## src/rtl/cpu_ctrl_pkg.sv

```systemverilog
// Shared definitions for the cpu_ctrl sequencer: widths, opcode and state encodings,
// instruction field layout and opcode-class helpers used by the RTL and the bench.
package cpu_ctrl_pkg;

    localparam int IW = 16;
    localparam int DW = 8;

    localparam int OP_MSB  = 15;
    localparam int OP_LSB  = 12;
    localparam int RD_MSB  = 11;
    localparam int RD_LSB  = 10;
    localparam int RS_MSB  = 9;
    localparam int RS_LSB  = 8;
    localparam int IMM_MSB = 7;
    localparam int IMM_LSB = 0;

    localparam logic [3:0] OP_AND   = 4'h0;
    localparam logic [3:0] OP_OR    = 4'h1;
    localparam logic [3:0] OP_ADD   = 4'h2;
    localparam logic [3:0] OP_SUB   = 4'h3;
    localparam logic [3:0] OP_CMP   = 4'h4;
    localparam logic [3:0] OP_ADDI  = 4'h5;
    localparam logic [3:0] OP_SUBI  = 4'h6;
    localparam logic [3:0] OP_CMPI  = 4'h7;
    localparam logic [3:0] OP_LTI   = 4'h8;
    localparam logic [3:0] OP_LI    = 4'h9;
    localparam logic [3:0] OP_LOAD  = 4'hA;
    localparam logic [3:0] OP_STORE = 4'hB;
    localparam logic [3:0] OP_JMP   = 4'hC;
    localparam logic [3:0] OP_JMPR  = 4'hD;
    localparam logic [3:0] OP_JNZ   = 4'hE;

    localparam logic [2:0] ST_IDLE   = 3'd0;
    localparam logic [2:0] ST_FETCH  = 3'd1;
    localparam logic [2:0] ST_DECODE = 3'd2;
    localparam logic [2:0] ST_EXEC   = 3'd3;
    localparam logic [2:0] ST_MEM    = 3'd4;
    localparam logic [2:0] ST_WB     = 3'd5;
    localparam logic [2:0] ST_ERR    = 3'd6;

    typedef struct packed {
        logic [OP_MSB-OP_LSB:0]   op;
        logic [RD_MSB-RD_LSB:0]   rd;
        logic [RS_MSB-RS_LSB:0]   rs;
        logic [IMM_MSB-IMM_LSB:0] imm;
    } instr_t;

    function automatic logic is_legal(input logic [3:0] op);
        return op != 4'hF;
    endfunction

    function automatic logic writes_flag(input logic [3:0] op);
        return op <= OP_LTI;
    endfunction

    function automatic logic writes_rd(input logic [3:0] op);
        return (op <= OP_LI) || (op == OP_LOAD);
    endfunction

endpackage

```

## src/rtl/cpu_ctrl_if.sv

```systemverilog
// Bus bundle between the sequencer and its environment: run/status, ROM, RAM and alu ports.
// master is the sequencer side, slave is the memories/alu side.
interface cpu_ctrl_if;
    import cpu_ctrl_pkg::*;

    logic          run;
    logic          busy;
    logic          illegal;
    logic [DW-1:0] imem_addr;
    logic [IW-1:0] imem_rdata;
    logic [DW-1:0] dmem_addr;
    logic [DW-1:0] dmem_wdata;
    logic          dmem_we;
    logic [DW-1:0] dmem_rdata;
    logic [DW-1:0] alu_in0;
    logic [DW-1:0] alu_in1;
    logic [3:0]    alu_op;
    logic [DW-1:0] alu_out;
    logic          alu_zf;

    modport master (
        input  run, imem_rdata, dmem_rdata, alu_out, alu_zf,
        output busy, illegal, imem_addr, dmem_addr, dmem_wdata, dmem_we,
               alu_in0, alu_in1, alu_op
    );

    modport slave (
        output run, imem_rdata, dmem_rdata, alu_out, alu_zf,
        input  busy, illegal, imem_addr, dmem_addr, dmem_wdata, dmem_we,
               alu_in0, alu_in1, alu_op
    );

endinterface

```

## src/rtl/cpu_ctrl_regfile.sv

```systemverilog
// 4x8 register file: two asynchronous read ports, one synchronous write port.
// A read of the register being written returns the pre-write value.
module cpu_regfile
    import cpu_ctrl_pkg::*;
(
    input  logic          clk,
    input  logic          rst_n,
    input  logic          i_we,
    input  logic [1:0]    i_waddr,
    input  logic [DW-1:0] i_wdata,
    input  logic [1:0]    i_raddr_a,
    input  logic [1:0]    i_raddr_b,
    output logic [DW-1:0] o_rdata_a,
    output logic [DW-1:0] o_rdata_b
);

    logic [DW-1:0] r_regs [4];

    // NOTE: a four-entry file is reset like ordinary flops; a large RAM would not be,
    // because a reset on the array prevents it from mapping onto memory macros.
    always_ff @(posedge clk or negedge rst_n) begin
        if (!rst_n) begin
            for (int i = 0; i < 4; i++) r_regs[i] <= '0;
        end else if (i_we) begin
            r_regs[i_waddr] <= i_wdata;
        end
    end

    assign o_rdata_a = r_regs[i_raddr_a];
    assign o_rdata_b = r_regs[i_raddr_b];

endmodule

```

## src/rtl/cpu_ctrl.sv

```systemverilog
// Multi-cycle fetch/decode/execute sequencer: owns PC, IR, RES, flag and the register file,
// drives the external alu and talks to a synchronous ROM and RAM.
module cpu_ctrl
    import cpu_ctrl_pkg::*;
(
    input  logic       clk,
    input  logic       rst_n,
    cpu_ctrl_if.master bus
);

    logic [2:0]    r_state;
    logic [2:0]    w_state_nxt;
    logic [DW-1:0] r_pc;
    logic [DW-1:0] w_pc_nxt;
    logic [DW-1:0] r_res;
    instr_t        r_ir;
    logic          r_flag;
    logic          r_illegal;

    logic [DW-1:0] w_a;
    logic [DW-1:0] w_b;
    logic          w_rf_we;
    logic [DW-1:0] w_rf_wdata;
    logic [3:0]    w_dec_op;
    logic          w_is_load;
    logic          w_is_store;
    logic          w_retire;

    assign w_dec_op   = bus.imem_rdata[OP_MSB:OP_LSB];
    assign w_is_load  = (r_ir.op == OP_LOAD);
    assign w_is_store = (r_ir.op == OP_STORE);

    // STORE retires in MEM; every other instruction retires in WB.
    assign w_retire   = (r_state == ST_WB) || ((r_state == ST_MEM) && w_is_store);
    assign w_rf_we    = (r_state == ST_WB) && writes_rd(r_ir.op);
    assign w_rf_wdata = w_is_load           ? bus.dmem_rdata :
                        (r_ir.op == OP_LI)  ? r_ir.imm       : r_res;

    cpu_regfile u_regfile (
        .clk       (clk),
        .rst_n     (rst_n),
        .i_we      (w_rf_we),
        .i_waddr   (r_ir.rd),
        .i_wdata   (w_rf_wdata),
        .i_raddr_a (r_ir.rd),
        .i_raddr_b (r_ir.rs),
        .o_rdata_a (w_a),
        .o_rdata_b (w_b)
    );

    // NOTE: every signal gets a default before the case, so no path leaves it unassigned
    // and no latch is inferred.
    always_comb begin
        w_state_nxt = r_state;
        case (r_state)
            ST_IDLE:   if (bus.run) w_state_nxt = ST_FETCH;
            ST_FETCH:  w_state_nxt = ST_DECODE;
            ST_DECODE: w_state_nxt = is_legal(w_dec_op) ? ST_EXEC : ST_ERR;
            ST_EXEC:   w_state_nxt = (w_is_load || w_is_store) ? ST_MEM : ST_WB;
            ST_MEM: begin
                if (w_is_store) w_state_nxt = bus.run ? ST_FETCH : ST_IDLE;
                else            w_state_nxt = ST_WB;
            end
            ST_WB:     w_state_nxt = bus.run ? ST_FETCH : ST_IDLE;
            ST_ERR:    w_state_nxt = ST_ERR;
            default:   w_state_nxt = ST_IDLE;
        endcase
    end

    always_comb begin
        w_pc_nxt = r_pc + 8'd1;
        case (r_ir.op)
            OP_JMP:  w_pc_nxt = r_ir.imm;
            OP_JMPR: w_pc_nxt = r_res;
            OP_JNZ:  if (r_flag) w_pc_nxt = r_ir.imm;
            default: ;
        endcase
    end

    // NOTE: state is updated with <= so every register samples pre-edge values,
    // independent of the order of statements or blocks.
    always_ff @(posedge clk or negedge rst_n) begin
        if (!rst_n) begin
            r_state   <= ST_IDLE;
            r_pc      <= '0;
            r_ir      <= '0;
            r_res     <= '0;
            r_flag    <= 1'b0;
            r_illegal <= 1'b0;
        end else begin
            r_state <= w_state_nxt;
            if (r_state == ST_DECODE) begin
                r_ir <= bus.imem_rdata;
                if (!is_legal(w_dec_op)) r_illegal <= 1'b1;
            end
            if (r_state == ST_EXEC) begin
                r_res <= bus.alu_out;
                if (writes_flag(r_ir.op)) r_flag <= bus.alu_zf;
            end
            if (w_retire) r_pc <= w_pc_nxt;
        end
    end

    always_comb begin
        bus.imem_addr  = r_pc;
        bus.busy       = (r_state != ST_IDLE) && (r_state != ST_ERR);
        bus.illegal    = r_illegal;
        bus.alu_op     = '0;
        bus.alu_in0    = '0;
        bus.alu_in1    = '0;
        bus.dmem_addr  = '0;
        bus.dmem_wdata = '0;
        bus.dmem_we    = 1'b0;
        if (r_state == ST_EXEC) begin
            bus.alu_op  = r_ir.op;
            bus.alu_in0 = r_ir.imm;
            case (r_ir.op)
                OP_AND, OP_OR, OP_ADD, OP_SUB, OP_CMP: begin
                    bus.alu_in0 = w_b;
                    bus.alu_in1 = w_a;
                end
                OP_ADDI, OP_SUBI, OP_CMPI, OP_LTI: bus.alu_in1 = w_a;
                OP_LOAD, OP_STORE, OP_JMPR:        bus.alu_in1 = w_b;
                default: ;
            endcase
        end
        if (r_state == ST_MEM) begin
            bus.dmem_addr = r_res;
            if (w_is_store) begin
                bus.dmem_we    = 1'b1;
                bus.dmem_wdata = w_a;
            end
        end
    end

endmodule

```

## src/flat_wrapper.sv

```systemverilog
// flat-port wrapper written by rule: the top's interface ports become plain ports
module cpu_ctrl_flat import cpu_ctrl_pkg::*;
  (clk, rst_n, bus_run, bus_imem_rdata, bus_dmem_rdata, bus_alu_out, bus_alu_zf, bus_busy, bus_illegal, bus_imem_addr, bus_dmem_addr, bus_dmem_wdata, bus_dmem_we, bus_alu_in0, bus_alu_in1, bus_alu_op);
  cpu_ctrl_if bus_i ();
  input  logic clk;
  input  logic rst_n;
  input wire logic [$bits(bus_i.run)-1:0] bus_run;
  input wire logic [$bits(bus_i.imem_rdata)-1:0] bus_imem_rdata;
  input wire logic [$bits(bus_i.dmem_rdata)-1:0] bus_dmem_rdata;
  input wire logic [$bits(bus_i.alu_out)-1:0] bus_alu_out;
  input wire logic [$bits(bus_i.alu_zf)-1:0] bus_alu_zf;
  output wire logic [$bits(bus_i.busy)-1:0] bus_busy;
  output wire logic [$bits(bus_i.illegal)-1:0] bus_illegal;
  output wire logic [$bits(bus_i.imem_addr)-1:0] bus_imem_addr;
  output wire logic [$bits(bus_i.dmem_addr)-1:0] bus_dmem_addr;
  output wire logic [$bits(bus_i.dmem_wdata)-1:0] bus_dmem_wdata;
  output wire logic [$bits(bus_i.dmem_we)-1:0] bus_dmem_we;
  output wire logic [$bits(bus_i.alu_in0)-1:0] bus_alu_in0;
  output wire logic [$bits(bus_i.alu_in1)-1:0] bus_alu_in1;
  output wire logic [$bits(bus_i.alu_op)-1:0] bus_alu_op;
  assign bus_i.run = bus_run;
  assign bus_i.imem_rdata = bus_imem_rdata;
  assign bus_i.dmem_rdata = bus_dmem_rdata;
  assign bus_i.alu_out = bus_alu_out;
  assign bus_i.alu_zf = bus_alu_zf;
  assign bus_busy = bus_i.busy;
  assign bus_illegal = bus_i.illegal;
  assign bus_imem_addr = bus_i.imem_addr;
  assign bus_dmem_addr = bus_i.dmem_addr;
  assign bus_dmem_wdata = bus_i.dmem_wdata;
  assign bus_dmem_we = bus_i.dmem_we;
  assign bus_alu_in0 = bus_i.alu_in0;
  assign bus_alu_in1 = bus_i.alu_in1;
  assign bus_alu_op = bus_i.alu_op;
  cpu_ctrl u_core (.clk(clk), .rst_n(rst_n), .bus(bus_i));
endmodule
```

## config.mk

```make
export PLATFORM = sky130hd
export DESIGN_NAME = cpu_ctrl_flat
export DESIGN_NICKNAME = d
export VERILOG_FILES = /design/src/rtl/cpu_ctrl_pkg.sv /design/src/rtl/cpu_ctrl_if.sv /design/src/rtl/cpu_ctrl_regfile.sv /design/src/rtl/cpu_ctrl.sv /design/src/flat_wrapper.sv
export SDC_FILE = /design/constraint.sdc
export NUM_CORES = 1
export LEC_CHECK = 0
export ABC_CLOCK_PERIOD_IN_PS = 2200
export CAP_MARGIN = 10
export CORE_AREA = 2 2 100 102
export CTS_CLUSTER_DIAMETER = 200
export DETAILED_ROUTE_END_ITERATION = 6
export DIE_AREA = 0 0 102 104
export PLACE_DENSITY_LB_ADDON = 0.25
export RECOVER_POWER = 100
export SLEW_MARGIN = 10
export SYNTH_ARGS = -nofsm -noshare
export SYNTH_HDL_FRONTEND = slang
export SYNTH_SLANG_ARGS = --single-unit
export TNS_END_PERCENT = 10
```

## constraint.sdc

```tcl
create_clock -name clk -period 2.2 [get_ports clk]
set_input_delay 0.44 -clock clk [delete_from_list [all_inputs] [get_ports clk]]
set_output_delay 0.44 -clock clk [all_outputs]
set_load 0.05 [all_outputs]
```

==> out/results.md, run 1 <==
### Status
• finished with violations — outcome
• negative setup slack — failing checks

### Setup path
• flip-flops — category of cells accounting for the largest share of critical-path delay
• primary output — critical path capture point type
• and4b_1 -> inv_1 -> a21oi_2 -> buf_4 -> a22o_1 -> buf_12 — Cell Chain, Critical Path
• 0.47 ns — CP max stage delay
• register — Worst Setup Start Kind
• 3 — buffering stage count on the worst path with inverters included
• sky130_fd_sc_hd__dfrtp_2 — cell type of the slowest stage on the worst timing path
• 1.86 ns — Arrival @ worst endpoint
• 8 — maximum net fanout on the critical path
• register to primary output — Crit Path Category
• 1.76 ns — CP required

### CTS
• 0.35 ns — clock latency on the worst-skew pair
• 0.08 ns — Clock transition at path regs
• sky130_fd_sc_hd__clkbuf_8 — Root Driver
• 3 — number of levels the H-tree was split into
• 9 — TritonCTS buffer count
• yes — CTS tree
• 69 — count of clock tree sinks
• 2 — number of buffers between clock root and the deepest sink
• 0 — hold-fix buffers at CTS

### Finish
• 0 — # diodes
• 615 — final standard cell count with taps included and fillers excluded
• 514 — net count reported at finish
• 62.6% — utilization after layout
• 44.1% — area delta synth->final
• 36.7% — fraction of final layout cells sized beyond drive strength 1

### Routing
• 3416 — via count
• 4 — detailed-routing iteration count for the pre-antenna-repair pass
• 0 — final antenna-violating net count
• 18.9 um — wire length per cell
• 11600 um — Routed Wire Length
• 221 — DRC marker count from the first detailed-route iteration
• 5.55 — number of vias per cell after detailed routing
• 0 — # DRC

### Floorplanning
• 36 — Site Rows
• 102 um — Die Span X
• 83 — Boundary Pins
• 43.4% — starting utilization of the core area
• 9550 um^2 — core region area
• 104 um — die outline height
• 10600 um^2 — floorplan die area

### GRT
• 18400 um — first-pass GRT wire length
• met2 — layer with the highest usage
• 22.8% — GRT Resource Usage Total
• 31.0% — global-route track usage on met1
• 3509 — via count of the first global-routing pass
• 36.0% — M2 GR Usage
• 42 — maximum number of pins on one net before global-route repair
• 4.84% — met3 usage
• 0 — initial antenna violation count
• 0 — remaining global-route overflow

### Synth
• 4150 um^2 — cell area after technology mapping
• sky130_fd_sc_hd__dfrtp_1 — cell taking the most area after synthesis
• 374 — Synth Instances
• 411 — Synth Net Count
• 11.1 um^2 — Post-Synthesis Mean Instance Area
• 41.6% — top cell type's share of synthesized area
• 0 — Yosys warning total
• sky130_fd_sc_hd__dfrtp_1 — Top FF cell, synth
• 0 — EDFF count, synth
• sky130_fd_sc_hd__dfrtp_1 — cell with the most instances after synthesis
• 100% — share of flip-flops with an asynchronous set or reset
• 50 — count of cell types in the netlist
• 69 x sky130_fd_sc_hd__dfrtp_1, 50 x sky130_fd_sc_hd__nand2_1, 30 x sky130_fd_sc_hd__o21ai_1 — ranking of synthesized cells by instance count
• sky130_fd_sc_hd__dfrtp_1 42%, sky130_fd_sc_hd__mux4_2 8.7%, sky130_fd_sc_hd__mux2_2 5.4% — Synth area leaders
• 41.6% — sequential share of the synthesized area
• 69 — Synth Register Bits

### STA
• 0 — final number of max-transition violations
• 105% — final worst path period share
• 0.0104 ns — Setup Skew
• true — unrepaired setup endpoints after global routing
• 0.434 GHz — maximum clock rate
• 22 — number of setup violations in the final report
• -1.37 ns — total negative slack
• 1.21 ns — worst slew pin tran
• 19.1% — max-slew headroom at the worst pin
• 2.30 ns — fin crit period
• 0.318 ns — worst hold slack after final layout
• -0.104 ns — post-route setup slack
• 0 — number of hold violations in the final report

### Placed design
• 8290 um — placed wire-length estimate
• 0.849 — final weighted congestion in routability-driven placement
• 82 — I/O Buffers
• 590 — Post-Place Cells

### Power
• 1580 nW/um^2 — PwrDens
• 0.635 mV — IR drop worst, VDD
• 9460 uW — total power
• 0.00249 uW — total leakage power

### Worst hold path
• input pin to async pin — Worst Hold Class

### Run
• 0 — count of maximum capacitance violations

-- state kept, by name, indices dropped and copies added (netlist names) --
name	count
u_core.r_ir	16
u_core.u_regfile.r_regs	32
u_core.r_state	3
u_core.bus.illegal	1
u_core.bus.imem_addr	8
u_core.r_flag	1
u_core.r_res	8
-- path summary, 6_finish.rpt --
path	endpoint	cells after the start	slack, ns	start
max	bus_alu_in1[6]	6	-0.10	u_core.r_ir[13]
min	u_core.r_ir[5]	1	0.32	rst_n
max reg2reg	u_core.u_regfile.r_regs[12]	5	0.07	u_core.r_state[0]
min reg2reg	u_core.bus.illegal	1	0.46	u_core.bus.illegal
max in group asynchronous	u_core.r_ir[15]	2	0.53	rst_n
min in group clk	u_core.bus.illegal	1	0.46	u_core.bus.illegal
-- logic make-up after synthesis --
family / count (synthesis) / synth area share (%)
mux: 54 / 22.0
simple gates: 114 / 15.3
fa+ha+maj: 1 / 0.302
buf+inv: 32 / 4.31
compound gates: 104 / 16.4
flops: 69 / 41.6
-- per-stage QoR --
step | setup WS (ns) | area [um^2]
after floorplan | -0.194 | 4160
after detailed placement | 0.160 | 5580
after global placement | 0.200 | 5580
final | -0.104 | 5980
after global routing | -0.179 | 5980
after CTS | -0.153 | 5930
-- worst reg2reg max path: cells and delay by family (launching register included) --
family	cells	cell delay (ns)
and+or+nand+nor	2	0.62
AOI/OAI and AO/OA	2	0.61
buffers and inverters	1	0.39
DFF	1	0.34
-- cell usage in the layout (no fill, tap or decap), types with 3 or more instances in the layout --
cell type	count
sky130_fd_sc_hd__dfrtp_1	65
sky130_fd_sc_hd__nand2_1	47
sky130_fd_sc_hd__clkdlybuf4s50_1	42
sky130_fd_sc_hd__buf_12	40
sky130_fd_sc_hd__o21ai_1	31
sky130_fd_sc_hd__o21ai_0	22
sky130_fd_sc_hd__mux2_2	20
sky130_fd_sc_hd__buf_4	19
sky130_fd_sc_hd__mux4_2	16
sky130_fd_sc_hd__a22o_1	13
sky130_fd_sc_hd__and3_1	11
sky130_fd_sc_hd__a21oi_2	11
sky130_fd_sc_hd__nor2_1	10
sky130_fd_sc_hd__clkbuf_8	10
sky130_fd_sc_hd__mux2_4	9
sky130_fd_sc_hd__and2_4	8
sky130_fd_sc_hd__inv_1	8
sky130_fd_sc_hd__mux2i_4	8
sky130_fd_sc_hd__buf_6	7
sky130_fd_sc_hd__nand2b_1	6
sky130_fd_sc_hd__and4b_1	5
sky130_fd_sc_hd__a22oi_1	5
sky130_fd_sc_hd__o2111ai_2	4
sky130_fd_sc_hd__clkbuf_1	4
sky130_fd_sc_hd__dfrtp_2	4
sky130_fd_sc_hd__a21oi_4	3
sky130_fd_sc_hd__nor2b_1	3
sky130_fd_sc_hd__and4_1	3
sky130_fd_sc_hd__o31ai_1	3
sky130_fd_sc_hd__a21oi_1	3
-- layer usage --
layer | part of all wire, % | up-vias
met3 | 5.0 | 24
met5 | 0 | -
li1 | - | 1592
met4 | 2.3 | 0
met2 | 49 | 115
met1 | 43 | 1685
-- repair_timing --
action,4_1_cts,5_1_grt
endpoints found under the hold margin,0,0
gates resized for setup,25,10
gates cloned,0,1
pin swaps,8,8
buffers inserted,5,3
setup endpoints to repair,33,27
-- final cells by class --
| type | instances | area, um^2 |
|---|---|---|
| Clock inverter | 6 | 86.3 |
| Tap cell | 133 | 166 |
| Sequential cell | 69 | 1730 |
| Clock buffer | 10 | 138 |
| Multi-Input combinational cell | 274 | 2350 |
| Timing Repair Buffer | 115 | 1480 |
| Inverter | 8 | 30.0 |
| Fill cell | 781 | 3570 |
-- where the power goes --
part | internal, uW | total [uW] | leakage, uW | switching [uW]
logic | 2700 | 5640 | 0.00158 | 2950
registers | 1920 | 2640 | 0.000801 | 727
clock network | 667 | 1180 | 0.000112 | 509
No activity file was read; power rests on OpenSTA's default activity.
==> run 2, diff against run 1 <==
--- a/config.mk
+++ b/config.mk
@@ -7,10 +7,10 @@
 export LEC_CHECK = 0
 export ABC_CLOCK_PERIOD_IN_PS = 2200
 export CAP_MARGIN = 10
-export CORE_AREA = 2 2 100 102
+export CORE_AREA = 4 4 102 104
 export CTS_CLUSTER_DIAMETER = 200
 export DETAILED_ROUTE_END_ITERATION = 6
-export DIE_AREA = 0 0 102 104
+export DIE_AREA = 0 0 106 108
 export PLACE_DENSITY_LB_ADDON = 0.25
 export RECOVER_POWER = 100
 export SLEW_MARGIN = 10
==> run 2 against run 1 <==
  * The flow still finishes with violations (negative setup slack)
  * Die area grew 7.9%
  * Utilization shrank 0.25 points
  * Largest cell class unchanged
  * Clock skew is essentially flat
  * Global-route usage shrank 1.7 points
==> out/results.md, run 2 (synthesis results as in run 1) <==
### Setup path
• 0.58 ns — CP max stage delay
• primary output — critical path capture point type
• sky130_fd_sc_hd__buf_12 — critical path's most frequent cell
• sky130_fd_sc_hd__mux4_2 — cell type of the slowest stage on the worst timing path
• 8 — maximum net fanout on the critical path
• buf_12 -> mux4_2 -> a22o_1 -> buf_12 — Cell Chain, Critical Path
• register — Worst Setup Start Kind
• 1.87 ns — Arrival @ worst endpoint
• 1.76 ns — CP required
• register to primary output — Crit Path Category

### CTS
• 0.07 ns — Clock transition at path regs
• sky130_fd_sc_hd__clkbuf_8 — Root Driver
• 9 — TritonCTS buffer count
• 3 — number of levels the H-tree was split into
• yes — CTS tree
• 0.35 ns — clock latency on the worst-skew pair
• 2 — number of buffers between clock root and the deepest sink
• 69 — count of clock tree sinks

### Floorplanning
• 11400 um^2 — floorplan die area
• 9550 um^2 — core region area
• 108 um — die outline height
• 83 — Boundary Pins
• 43.4% — starting utilization of the core area
• 36 — Site Rows
• 106 um — Die Span X

### STA
• 0.432 GHz — maximum clock rate
• 24 — number of setup violations in the final report
• 2.31 ns — fin crit period
• 0 — number of hold violations in the final report
• 0.351 ns — worst hold slack after final layout
• true — unrepaired setup endpoints after global routing
• -1.58 ns — total negative slack
• 105% — final worst path period share
• 0 — final number of max-transition violations
• -0.113 ns — post-route setup slack
• 15.4% — max-slew headroom at the worst pin
• 0.0104 ns — Setup Skew
• 1.27 ns — worst slew pin tran

### Power
• 4140 uW — net switching power
• 0.00249 uW — total leakage power
• 9380 uW — total power
• 27.9% — Seq pwr share
• 59.9% — Gate power share
• 1580 nW/um^2 — PwrDens
• 0.921 mV — IR drop worst, VDD
• 5230 uW — internal cell power
• 12.2% — clock network power share
• 44.2% — Sw Ratio

### GRT
• 3461 — via count of the first global-routing pass
• 33.5% — M2 GR Usage
• met2 — layer with the highest usage
• 0 — remaining global-route overflow
• 29.0% — global-route track usage on met1
• 28 — maximum number of pins on one net before global-route repair
• 3.70% — met3 usage
• 0 — initial antenna violation count
• 18600 um — first-pass GRT wire length
• 21.2% — GRT Resource Usage Total

### Routing
• 0 — final antenna-violating net count
• 5.52 — number of vias per cell after detailed routing
• 3383 — via count
• 5 — detailed-routing iteration count for the pre-antenna-repair pass
• 18.9 um — wire length per cell
• 0 — # DRC
• 11600 um — Routed Wire Length
• 171 — DRC marker count from the first detailed-route iteration

### Placed design
• 0.830 — final weighted congestion in routability-driven placement
• 8660 um — placed wire-length estimate
• 5620 um^2 — instance area at placement
• 82 — I/O Buffers

### Finish
• 5950 um^2 — Final Cell Area
• 32 — flip-flop count of the largest register after layout
• sky130_fd_sc_hd__dfrtp_1 — commonest non-fill, non-tap cell in the layout
• u_core.u_regfile.r_regs x32, u_core.r_ir x16 — Regs by FF count
• 780 — Filler Cell Count
• 66 x sky130_fd_sc_hd__dfrtp_1, 49 x sky130_fd_sc_hd__nand2_1, 42 x sky130_fd_sc_hd__buf_12 — top library cells by usage in the layout, fill and taps aside
• 512 — net count reported at finish
• 35.6% — fraction of final layout cells sized beyond drive strength 1
• u_core.u_regfile.r_regs — register bank with the most flops
• 43.6% — area delta synth->final
• 0 — # diodes

### Run
• 0 — count of maximum capacitance violations

### Worst hold path
• input pin to async pin — Worst Hold Class

### Status
• negative setup slack — failing checks
• finished with violations — outcome

==> run 2: changes by cell type in the layout (fill, tap and decap cells not counted), moves of 3 or more <==
cell and change:
sky130_fd_sc_hd__clkbuf_2 +3, sky130_fd_sc_hd__o21ai_1 -3, sky130_fd_sc_hd__o21ai_0 +3, sky130_fd_sc_hd__dlygate4sd3_1 +7
sky130_fd_sc_hd__buf_4 -3, sky130_fd_sc_hd__clkdlybuf4s50_1 -7
==> run 2: worst paths after layout <==
kind	startpoint	to	slack, ns	cells after the start
min in group clk	u_core.bus.illegal	u_core.bus.illegal	0.45	1
hold / removal	rst_n	u_core.u_regfile.r_regs[4]	0.35	1
hold reg to reg	u_core.bus.illegal	u_core.bus.illegal	0.45	1
max in group asynchronous	rst_n	u_core.r_ir[13]	0.45	2
setup reg to reg	u_core.r_state[1]	u_core.r_ir[6]	0.15	5
setup / recovery	u_core.r_ir[8]	bus_alu_in1[3]	-0.11	4
==> run 2: critical path, delay by kind of cell (launching register included) <==
family,cells,cell delay [ns]
mux,1,0.58
flops,1,0.40
buf+inv,2,0.31
compound gates,1,0.24
==> run 2: through the flow <==
stage          instances  utilization [%]  setup WS (ns)
6_report             613             62.4         -0.113
5_1_grt              613             62.4         -0.182
3_3_place_gp         590             58.9          0.197
4_1_cts              608             62.1         -0.150
2_1_floorplan        374                -         -0.194
3_5_place_dp         590             58.9          0.198
==> run 2: power groups by stage <==
stage	Combinational, uW	Clock (uW)	Sequential, uW
3_5_place_dp	5440	0	2610
4_1_cts	5600	1160	2590
6_report	5620	1150	2620
3_3_place_gp	5350	0	2560
2_1_floorplan	3470	0	2570
5_1_grt	6000	1230	2700
==> run 2: repair_timing <==
| action | in CTS | in global routing |
|---|---|---|
| pin swaps | 7 | 7 |
| buffers inserted | 2 | 5 |
| hold buffers | 0 | 0 |
| setup endpoints to repair | 32 | 24 |
| cloned | 0 | 0 |
| resized for setup | 20 | 11 |
==> run 2: cell type report <==
type / instances / area [um^2] / share of cell area, %
Clock buffer: 11 / 131 / 2.21
Clock inverter: 5 / 85.1 / 1.43
Inverter: 8 / 30.0 / 0.504
Multi-Input combinational cell: 273 / 2320 / 39.0
Sequential cell: 69 / 1730 / 29.1
Tap cell: 133 / 166 / 2.79
Timing Repair Buffer: 114 / 1490 / 25.0
==> run 2: layer usage <==
layer | part of all wire (%) | wire, um | vias to the layer above
li1 | - | - | 1594
met1 | 42 | 4920 | 1653
met2 | 49 | 5690 | 117
met3 | 6.4 | 739 | 19
met4 | 2.3 | 267 | 0
met5 | 0 | 0 | -
==> run 3, diff against run 2 <==
--- a/config.mk
+++ b/config.mk
@@ -13,6 +13,7 @@
 export DIE_AREA = 0 0 106 108
 export PLACE_DENSITY_LB_ADDON = 0.25
 export RECOVER_POWER = 100
+export SETUP_SLACK_MARGIN = 0.3
 export SLEW_MARGIN = 10
 export SYNTH_ARGS = -nofsm -noshare
 export SYNTH_HDL_FRONTEND = slang
==> run 3 against run 2 <==
  * Via count is 0.53% higher
  * Fmax is 0.34% lower
  * Utilization increased by 1.7 points
  * Combinational power increased by 3.9%
  * Routed wire length is 0.34% lower
  * The run still ends with negative setup slack left
  * Design area grew 2.7%
  * First-iteration DRC count is 22% lower
==> out/results.md, run 3 (synthesis results as in run 1) <==
### Setup path
• register — Worst Setup Start Kind
• 1.88 ns — Arrival @ worst endpoint
• 2 — buffering stage count on the worst path with inverters included
• register to primary output — Crit Path Category
• sky130_fd_sc_hd__mux4_2 — cell type of the slowest stage on the worst timing path
• 5 — Worst Reg2Reg Path Length in Cells
• buf_12 -> mux4_2 -> a22o_1 -> buf_12 — Cell Chain, Critical Path
• u_core.r_ir[15] — r2r startpoint
• 0.54 ns — CP max stage delay
• sky130_fd_sc_hd__buf_12 — critical path's most frequent cell
• 6 — maximum net fanout on the critical path
• 1.76 ns — CP required
• -0.03 ns — setup slack of the worst register-to-register path
• multiplexers — category of cells accounting for the largest share of critical-path delay
• primary output — critical path capture point type
• u_core.bus.imem_addr[7] — capture point of the worst reg-to-reg path

### Placed design
• 82 — I/O Buffers
• 8350 um — placed wire-length estimate
• 0.862 — final weighted congestion in routability-driven placement
• 0.0146 ns — worst setup slack after placement

### STA
• 0.0107 ns — Setup Skew
• 0 — final number of max-transition violations
• 0.431 GHz — maximum clock rate
• 0.360 ns — worst hold slack after final layout
• 13.3% — max-slew headroom at the worst pin
• -0.120 ns — post-route setup slack
• true — unrepaired setup endpoints after global routing
• 22 — number of setup violations in the final report
• 105% — final worst path period share
• 2.32 ns — fin crit period
• 0 — number of hold violations in the final report
• 1.30 ns — worst slew pin tran

### Power
• 4300 uW — net switching power
• 1580 nW/um^2 — PwrDens
• 5350 uW — internal cell power
• 60.6% — Gate power share
• 27.4% — Seq pwr share
• 44.6% — Sw Ratio
• 0.738 mV — IR drop worst, VDD
• 0.00251 uW — total leakage power
• 12.0% — clock network power share

### Worst hold path
• input pin to async pin — Worst Hold Class

### Routing
• 0 — final antenna-violating net count
• 5160 um — met1 wire length
• 11600 um — Routed Wire Length
• 578 um — Detail Route met3 WL
• 5 — detailed-routing iteration count for the pre-antenna-repair pass
• 5640 um — met2 wire length
• met4 — highest signal layer in the routed design
• 5.57 — number of vias per cell after detailed routing
• 3401 — via count
• 18.9 um — wire length per cell
• 134 — DRC marker count from the first detailed-route iteration
• 0 — # DRC

### Floorplanning
• 11400 um^2 — floorplan die area
• 83 — Boundary Pins
• 43.4% — starting utilization of the core area
• 9550 um^2 — core region area
• 108 um — die outline height
• 106 um — Die Span X
• 36 — Site Rows

### CTS
• 3 — number of levels the H-tree was split into
• 0.34 ns — clock latency on the worst-skew pair
• yes — CTS tree
• sky130_fd_sc_hd__clkbuf_8 — Root Driver
• 0.08 ns — Clock transition at path regs
• 69 — count of clock tree sinks
• 2 — number of buffers between clock root and the deepest sink
• 9 — TritonCTS buffer count

### Finish
• sky130_fd_sc_hd__dfrtp_1 — commonest non-fill, non-tap cell in the layout
• 2480 um^2 — area used by multi-input combinational logic
• 1730 um^2 — Sequential cell area
• u_core.u_regfile.r_regs — register bank with the most flops
• 65 x sky130_fd_sc_hd__dfrtp_1, 43 x sky130_fd_sc_hd__nand2_1, 40 x sky130_fd_sc_hd__buf_12 — top library cells by usage in the layout, fill and taps aside
• 47.5% — area delta synth->final
• 781 — Filler Cell Count
• 40.8% — fraction of final layout cells sized beyond drive strength 1
• 32 — flip-flop count of the largest register after layout
• u_core.u_regfile.r_regs x32, u_core.r_ir x16 — Regs by FF count
• 0 — # diodes
• 510 — net count reported at finish

### Status
• negative setup slack — failing checks
• finished with violations — outcome

### GRT
• 47 — maximum number of pins on one net before global-route repair
• 0 — remaining global-route overflow
• 3406 — via count of the first global-routing pass
• 0 — initial antenna violation count
• 20.6% — GRT Resource Usage Total
• 18300 um — first-pass GRT wire length

### Run
• 0 — count of maximum capacitance violations

## run 3: changes by cell type in the layout (fill, tap and decap cells not counted), sizes merged
cell           previous run  this run
clkdlybuf4s25             0         1
clkinvlp                  1         3
dlygate4sd2               0         8
clkbuf                   19        15
inv                       8         6
dlygate4sd3               8         1
buf                      63        64
clkinv                    2         3
clkdlybuf4s50            35        33
## run 3: what timing repair did
item / CTS / global route
hold buffers: 0 / 0
setup buffers: 8 / 0
resized for setup: 54 / 7
setup endpoints to repair: 55 / 77
pin swaps: 22 / 14
## run 3: how the worst max path moves through the flow
stage                    startpoint                end  slack [ns]  cells after the start
CTS                  u_core.r_ir[8]     bus_alu_in1[6]       -0.11                      4
finish               u_core.r_ir[8]     bus_alu_in1[6]       -0.12                      4
global placement    u_core.r_ir[10]     bus_alu_in1[7]        0.06                      3
floorplan           u_core.r_ir[14]  bus_dmem_wdata[0]        0.06                      4
global route         u_core.r_ir[8]     bus_alu_in1[6]       -0.18                      4
detailed placement  u_core.r_ir[10]     bus_alu_in1[7]        0.01                      3
## run 3: stage by stage
stage / cell area, um^2 / std cells / utilization (%) / TNS, ns / total power (uW)
finish: 6120 / 611 / 64.0 / -1.13 / 9650
global route: 6120 / 611 / 64.0 / -4.40 / 10200
CTS: 6160 / 611 / 64.5 / -0.950 / 9680
detailed placement: 5670 / 587 / 59.4 / 0 / 8120
global placement: 5670 / 587 / 59.4 / 0 / 7950
floorplan: 4270 / 374 / - / 0 / 6240
## run 3: power by group through the flow
stage	Combinational [uW]	Clock [uW]	Sequential, uW
floorplan	3670	0	2570
global placement	5340	0	2610
detailed placement	5450	0	2670
CTS	5880	1170	2630
global route	6210	1230	2730
finish	5840	1160	2650
## run 3: layout make-up
type                       count  area share (%)
tap                          133            2.72
inverter                       8           0.573
clock inverter                 6            1.41
clock buffer                  10            2.25
multi-input combinational    273            40.6
timing repair buffer         112            24.1
sequential                    69            28.3
## run 3: metal layers
layer | vias up | global-route usage, %
li1 | 1581 | -
met1 | 1697 | 27.3
met2 | 108 | 34.2
met3 | 15 | 4.66
met4 | 0 | 6.01
met5 | - | 0
